===== config.mk =====
export PLATFORM = sky130hd
export DESIGN_NAME = ahb_lite_manager
export DESIGN_NICKNAME = d
export VERILOG_FILES = /design/src/rtl/ahb_lite_manager.sv
export SDC_FILE = /design/constraint.sdc
export NUM_CORES = 1
export LEC_CHECK = 0
export ABC_AREA = 1
export BUFFER_PORTS_ARGS = -buffer_cell sky130_fd_sc_hd__buf_2
export CAP_MARGIN = 10
export CORE_MARGIN = 8
export CORE_UTILIZATION = 50
export CTS_BUF_LIST = sky130_fd_sc_hd__clkbuf_4
export CTS_CLUSTER_SIZE = 24
export DETAILED_ROUTE_END_ITERATION = 8
export GPL_ROUTABILITY_DRIVEN = 1
export PLACE_DENSITY = 0.78
export SYNTH_ARGS = -nofsm -noshare
export SYNTH_HDL_FRONTEND = slang
export SYNTH_SLANG_ARGS = --single-unit

===== constraint.sdc =====
create_clock -name clk -period 1.5 [get_ports clk]
set_input_delay 0.075 -clock clk [delete_from_list [all_inputs] [get_ports clk]]
set_output_delay 0.075 -clock clk [all_outputs]
set_load 0.05 [all_outputs]

===== src/rtl/ahb_lite_manager.sv =====
// AHB-Lite manager: turns a command/response interface into pipelined single transfers,
// with wait-state and two-cycle ERROR handling plus byte-lane steering.
module ahb_lite_manager (
  input  logic        clk,
  input  logic        rst,
  input  logic        cmd_valid,
  output logic        cmd_ready,
  input  logic        cmd_write,
  input  logic [3:0]  cmd_addr,
  input  logic [1:0]  cmd_size,
  input  logic [31:0] cmd_wdata,
  output logic        rsp_valid,
  output logic        rsp_err,
  output logic [31:0] rsp_rdata,
  output logic        hsel,
  output logic [3:0]  haddr,
  output logic [1:0]  hsize,
  output logic        hwrite,
  output logic [1:0]  htrans,
  output logic [2:0]  hburst,
  output logic [31:0] hwdata,
  input  logic [31:0] hrdata,
  input  logic        hready,
  input  logic        hresp
);

  typedef enum logic {ST_RUN, ST_ERR2} state_t;

  localparam logic [1:0] HTRANS_IDLE   = 2'b00;
  localparam logic [1:0] HTRANS_NONSEQ = 2'b10;

  function automatic logic [31:0] lane_mask(input logic [1:0] size);
    case (size)
      2'd0:    return 32'h0000_00FF;
      2'd1:    return 32'h0000_FFFF;
      default: return 32'hFFFF_FFFF;
    endcase
  endfunction

  // A stage: haddr/hsize/hwrite double as its address fields so they hold when A empties
  state_t      st, st_n;
  logic        a_valid, a_valid_n;
  logic [31:0] a_wdata, a_wdata_n;
  logic        d_valid, d_valid_n;
  logic        d_write, d_write_n;
  logic [1:0]  d_lane, d_lane_n;
  logic [1:0]  d_size, d_size_n;
  logic [3:0]  haddr_n;
  logic [1:0]  hsize_n, htrans_n;
  logic        hwrite_n, hsel_n;
  logic [31:0] hwdata_n, rsp_rdata_n;
  logic        rsp_valid_n, rsp_err_n;

  logic legal, err_first, a_adv, d_done, accept;

  assign hburst = 3'b000;

  // NOTE: every signal gets a default at the top of always_comb so no path leaves it unassigned (no latches).
  always_comb begin
    legal = (cmd_size != 2'd3) &&
            !(cmd_size == 2'd1 && cmd_addr[0]) &&
            !(cmd_size == 2'd2 && cmd_addr[1:0] != 2'b00);

    err_first = (st == ST_RUN) && d_valid && hresp && !hready;
    a_adv     = a_valid && hready && (st == ST_RUN);
    d_done    = d_valid && hready;

    if (st != ST_RUN || err_first)
      cmd_ready = 1'b0;
    else if (legal)
      cmd_ready = !a_valid || a_adv;
    else
      cmd_ready = !a_valid && !d_valid;
    accept = cmd_valid && cmd_ready;

    a_valid_n = a_valid;
    a_wdata_n = a_wdata;
    haddr_n   = haddr;
    hsize_n   = hsize;
    hwrite_n  = hwrite;
    if (a_adv)
      a_valid_n = 1'b0;
    if (accept && legal) begin
      a_valid_n = 1'b1;
      a_wdata_n = (cmd_wdata & lane_mask(cmd_size)) << {cmd_addr[1:0], 3'b000};
      haddr_n   = cmd_addr;
      hsize_n   = cmd_size;
      hwrite_n  = cmd_write;
    end

    d_valid_n = d_valid;
    d_write_n = d_write;
    d_lane_n  = d_lane;
    d_size_n  = d_size;
    hwdata_n  = hwdata;
    if (a_adv) begin
      d_valid_n = 1'b1;
      d_write_n = hwrite;
      d_lane_n  = haddr[1:0];
      d_size_n  = hsize;
      hwdata_n  = hwrite ? a_wdata : 32'h0;
    end else if (d_done) begin
      d_valid_n = 1'b0;
      hwdata_n  = 32'h0;
    end

    st_n = st;
    if (err_first)
      st_n = ST_ERR2;
    else if (st == ST_ERR2 && hready)
      st_n = ST_RUN;

    // During the second error cycle A stays loaded but is withheld from the bus
    htrans_n = (a_valid_n && st_n == ST_RUN) ? HTRANS_NONSEQ : HTRANS_IDLE;
    hsel_n   = a_valid_n || d_valid_n;

    rsp_valid_n = d_done || (accept && !legal);
    rsp_err_n   = d_done ? hresp : (accept && !legal);
    rsp_rdata_n = (d_done && !d_write && !hresp)
                ? ((hrdata >> {d_lane, 3'b000}) & lane_mask(d_size)) : 32'h0;
  end

  // NOTE: sequential state uses non-blocking assignments so every register samples pre-edge values.
  always_ff @(posedge clk) begin
    if (rst) begin
      st        <= ST_RUN;
      a_valid   <= 1'b0;
      a_wdata   <= 32'h0;
      d_valid   <= 1'b0;
      d_write   <= 1'b0;
      d_lane    <= 2'b00;
      d_size    <= 2'b00;
      haddr     <= 4'h0;
      hsize     <= 2'b00;
      hwrite    <= 1'b0;
      htrans    <= HTRANS_IDLE;
      hsel      <= 1'b0;
      hwdata    <= 32'h0;
      rsp_valid <= 1'b0;
      rsp_err   <= 1'b0;
      rsp_rdata <= 32'h0;
    end else begin
      st        <= st_n;
      a_valid   <= a_valid_n;
      a_wdata   <= a_wdata_n;
      d_valid   <= d_valid_n;
      d_write   <= d_write_n;
      d_lane    <= d_lane_n;
      d_size    <= d_size_n;
      haddr     <= haddr_n;
      hsize     <= hsize_n;
      hwrite    <= hwrite_n;
      htrans    <= htrans_n;
      hsel      <= hsel_n;
      hwdata    <= hwdata_n;
      rsp_valid <= rsp_valid_n;
      rsp_err   <= rsp_err_n;
      rsp_rdata <= rsp_rdata_n;
    end
  end

endmodule


==> results.toml <==
[setup_path]
max_stage_delay_ns = 0.53
worstPathArrival_ns = 1.44
cpMaxStageDelayCell = "dlygate4sd3_1"
crit_buf_inv = 4
crit_path_cell_trace = "dlygate4sd3_1 -> buf_2 -> inv_2 -> nand3_2 -> nand2_2 -> nor2_4 -> and2_4 -> buf_8"
crit_required_ns = 1.42
worstSetupPathType = "in2out"
cp_max_fo = 4
critPathLaunchType = "primary input"
crit_family = "buffers and inverters"
worstSetupEndpointType = "output pin"

[place]
place_congestion = 0.919
post-place-ws_ns = 0.0576
dp_hpwl_mm = 10.4
io_buffer_count = 151
dp_cells = 1031

[clock_tree]
cts_buffer_depth = 2
cts_tree = "yes"
h-tree-depth = 4
numCtsBuffers = 17
clock_sinks = 115
clk_latency_ns = 0.52
cts_root_buffer = "clkbuf_4"
clk_pin_slew_ns = 0.10

[sta]
worstMarginPinSlew_ns = 0.609
fin_ws_ns = -0.0173
slew_headroom_pct = 59.1
max_freq_mhz = 659
finalSetupTns_ns = -0.0173
setup_viol = 1
skew_ns = 0.0169
grt_setup_unrepaired = "true"
min_period_over_period_pct = 101
final.min_clock_period_ns = 1.52
hold_viol_final = 0
drv_slew = 0

[routing]
vias_per_cell = 5.12
dr_total_vias = 5759
antenna_left = 0
drt_iter0_markers = 544
drcViolationCount = 0
avgRoutedWirePerCell_um = 14.4
routed_wirelength_mm = 16.2
first_pass_iters = 8

[global_route]
grt_pass1_vias = 5508
grt_pass1_wl_mm = 26.8
antenna_found_initial = 1
overflow = 0
grt_max_degree = 54
grt.total_usage_pct = 23.2

[pwr]
finalPower_uw = 6710
peakVddDrop_uv = 542
leakage_uw = 0.00357
p_per_area_mw_per_mm2 = 951

[job]
maxCapViolCount = 0

[outcome]
violations = "negative setup slack"
status = "finished, violations left"

[floorplanning]
rows = 37
io_pins = 156
dieArea_mm2 = 0.0139
die_w_um = 118
design.core.area_mm2 = 0.0102
fp.dieH_um = 118
initial_core_util_pct = 50.8

[synthesis]
synth-seq-cells = 115
async_flop_share_pct = 0
avgSynthCellArea_um2 = 6.70
yosys_warnings = 0
synth_cells = 775
synth.distinct_cells = 31
ys_seq_area_share_pct = 44.3
synth_edf_count = 0
synthesis.area_mm2 = 0.00520
ys.flop_type = "dfxtp_1"

[hold_path]
min_path_type = "in2reg"

[layout]
syn2layout_area_growth_pct = 35.8
final_cell_count_no_fill = 1125
final_util_pct = 69.0
drive_above_1_share_pct = 23.5
nets = 1052
==> timing repair <==
item | CTS | global route
endpoints found under the hold margin | 57 | 0
setup buffers | 7 | 2
cloned | 0 | 0
pin swaps | 5 | 3
hold buffers | 53 | 0
setup endpoints to repair | 1 | 11
gates resized for setup | 15 | 2
==> layout by cell type (no fill, tap or decap), types with 3 or more instances in the layout <==
cell,netlist,routed
a22oi_1,5,5
nand3_1,80,79
dlygate4sd3_1,0,53
nand2_2,2,4
inv_2,4,7
nor2_1,127,127
conb_1,1,4
nor3_1,6,6
clkbuf_4,0,18
buf_4,4,23
nand2_1,202,200
bufinv_16,0,3
buf_12,0,7
buf_2,19,150
dfxtp_1,115,113
a211oi_1,7,7
o21ai_0,25,25
inv_1,63,60
a21oi_1,59,58
clkinv_1,1,6
a31oi_1,7,7
==> tightest hold or removal path, delay by kind of cell <==
family | cells | cell delay [ns]
AND/OR/NAND/NOR | 5 | 0.29
buffers and inverters | 1 | 0.07
AO/OA/AOI/OAI | 1 | 0.07
==> synth_stat cells, types with 2 or more instances <==
cell type,n,share of area [%]
clkbuf_1,26,1.9
a31oi_1,7,0.84
nor3_2,3,0.58
dfxtp_1,115,44
a22oi_1,5,0.72
inv_2,4,0.29
buf_1,5,0.36
nand2_1,202,15
nand3_2,2,0.39
buf_6,2,0.43
nor2_1,127,9.2
and2_1,2,0.24
inv_1,63,4.6
nand3_1,80,7.7
o21ai_0,25,2.4
nor3_1,6,0.58
a21oi_1,59,5.7
a211oi_1,7,1.0
nand2_2,2,0.24
buf_4,4,0.58
buf_2,19,1.8
==> cell type report <==
| cell class | count | area, um2 |
|---|---|---|
| Timing Repair Buffer | 235 | 1620 |
| Clock buffer | 18 | 135 |
| Tap cell | 136 | 170 |
| Sequential cell | 115 | 2310 |
| Multi-Input combinational cell | 539 | 2420 |
| Clock inverter | 13 | 143 |
| Fill cell | 839 | 3170 |
| Antenna cell | 1 | 2.50 |
| Inverter | 68 | 255 |
==> report_power, final <==
group,internal (uW),switching (uW),leakage [uW]
sequential,3160,56.0,0.000935
clock,1130,1170,0.000145
combinational,460,733,0.00249
==> cell families after synthesis <==
| family | count (synthesis) | share of synthesized area [%] |
|---|---|---|
| buffers and inverters | 124 | 9.99 |
| DFF | 115 | 44.3 |
| and+or+nand+nor | 428 | 34.4 |
| AOI/OAI and AO/OA | 107 | 11.3 |
| other | 1 | 0.0722 |
==> routing by layer <==
layer	GRT usage, %	part of all wire (%)
met5	0	0
met4	12.5	3.9
met3	5.76	7.0
met2	35.9	46
met1	29.0	43
==> flip-flops by register name, indices dropped and copies added (netlist names) <==
name and count:
a_wdata 32, hwdata 32, rsp_rdata 32, haddr 4, d_lane 2, d_size 2
hsize 2, a_valid 1, d_valid 1, d_write 1, hsel 1, htrans 1
hwrite 1, rsp_err 1, rsp_valid 1, st 1
==> worst paths after layout <==
kind / from / end / slack [ns] / cells past startpoint
worst min register to register: a_wdata[9]$_SDFFE_PP0P_ / hwdata[9]$_SDFFE_PP0P_ / 0.47 / 2
worst min-delay path: cmd_wdata[26] / a_wdata[26]$_SDFFE_PP0P_ / 0.04 / 7
worst max-delay path: hready / cmd_ready / -0.02 / 8
worst max register to register: d_valid$_SDFF_PP0_ / rsp_rdata[26]$_SDFF_PP0_ / 0.10 / 8
==> per-stage QoR <==
stage,hold slack [ns],area [um2]
floorplan,0.210,5210
global placement,0.299,6130
detailed placement,0.302,6130
CTS,0.00216,7030
global route,0.0621,7060
finish,0.0402,7060
Power figures use the tool's default switching activity.
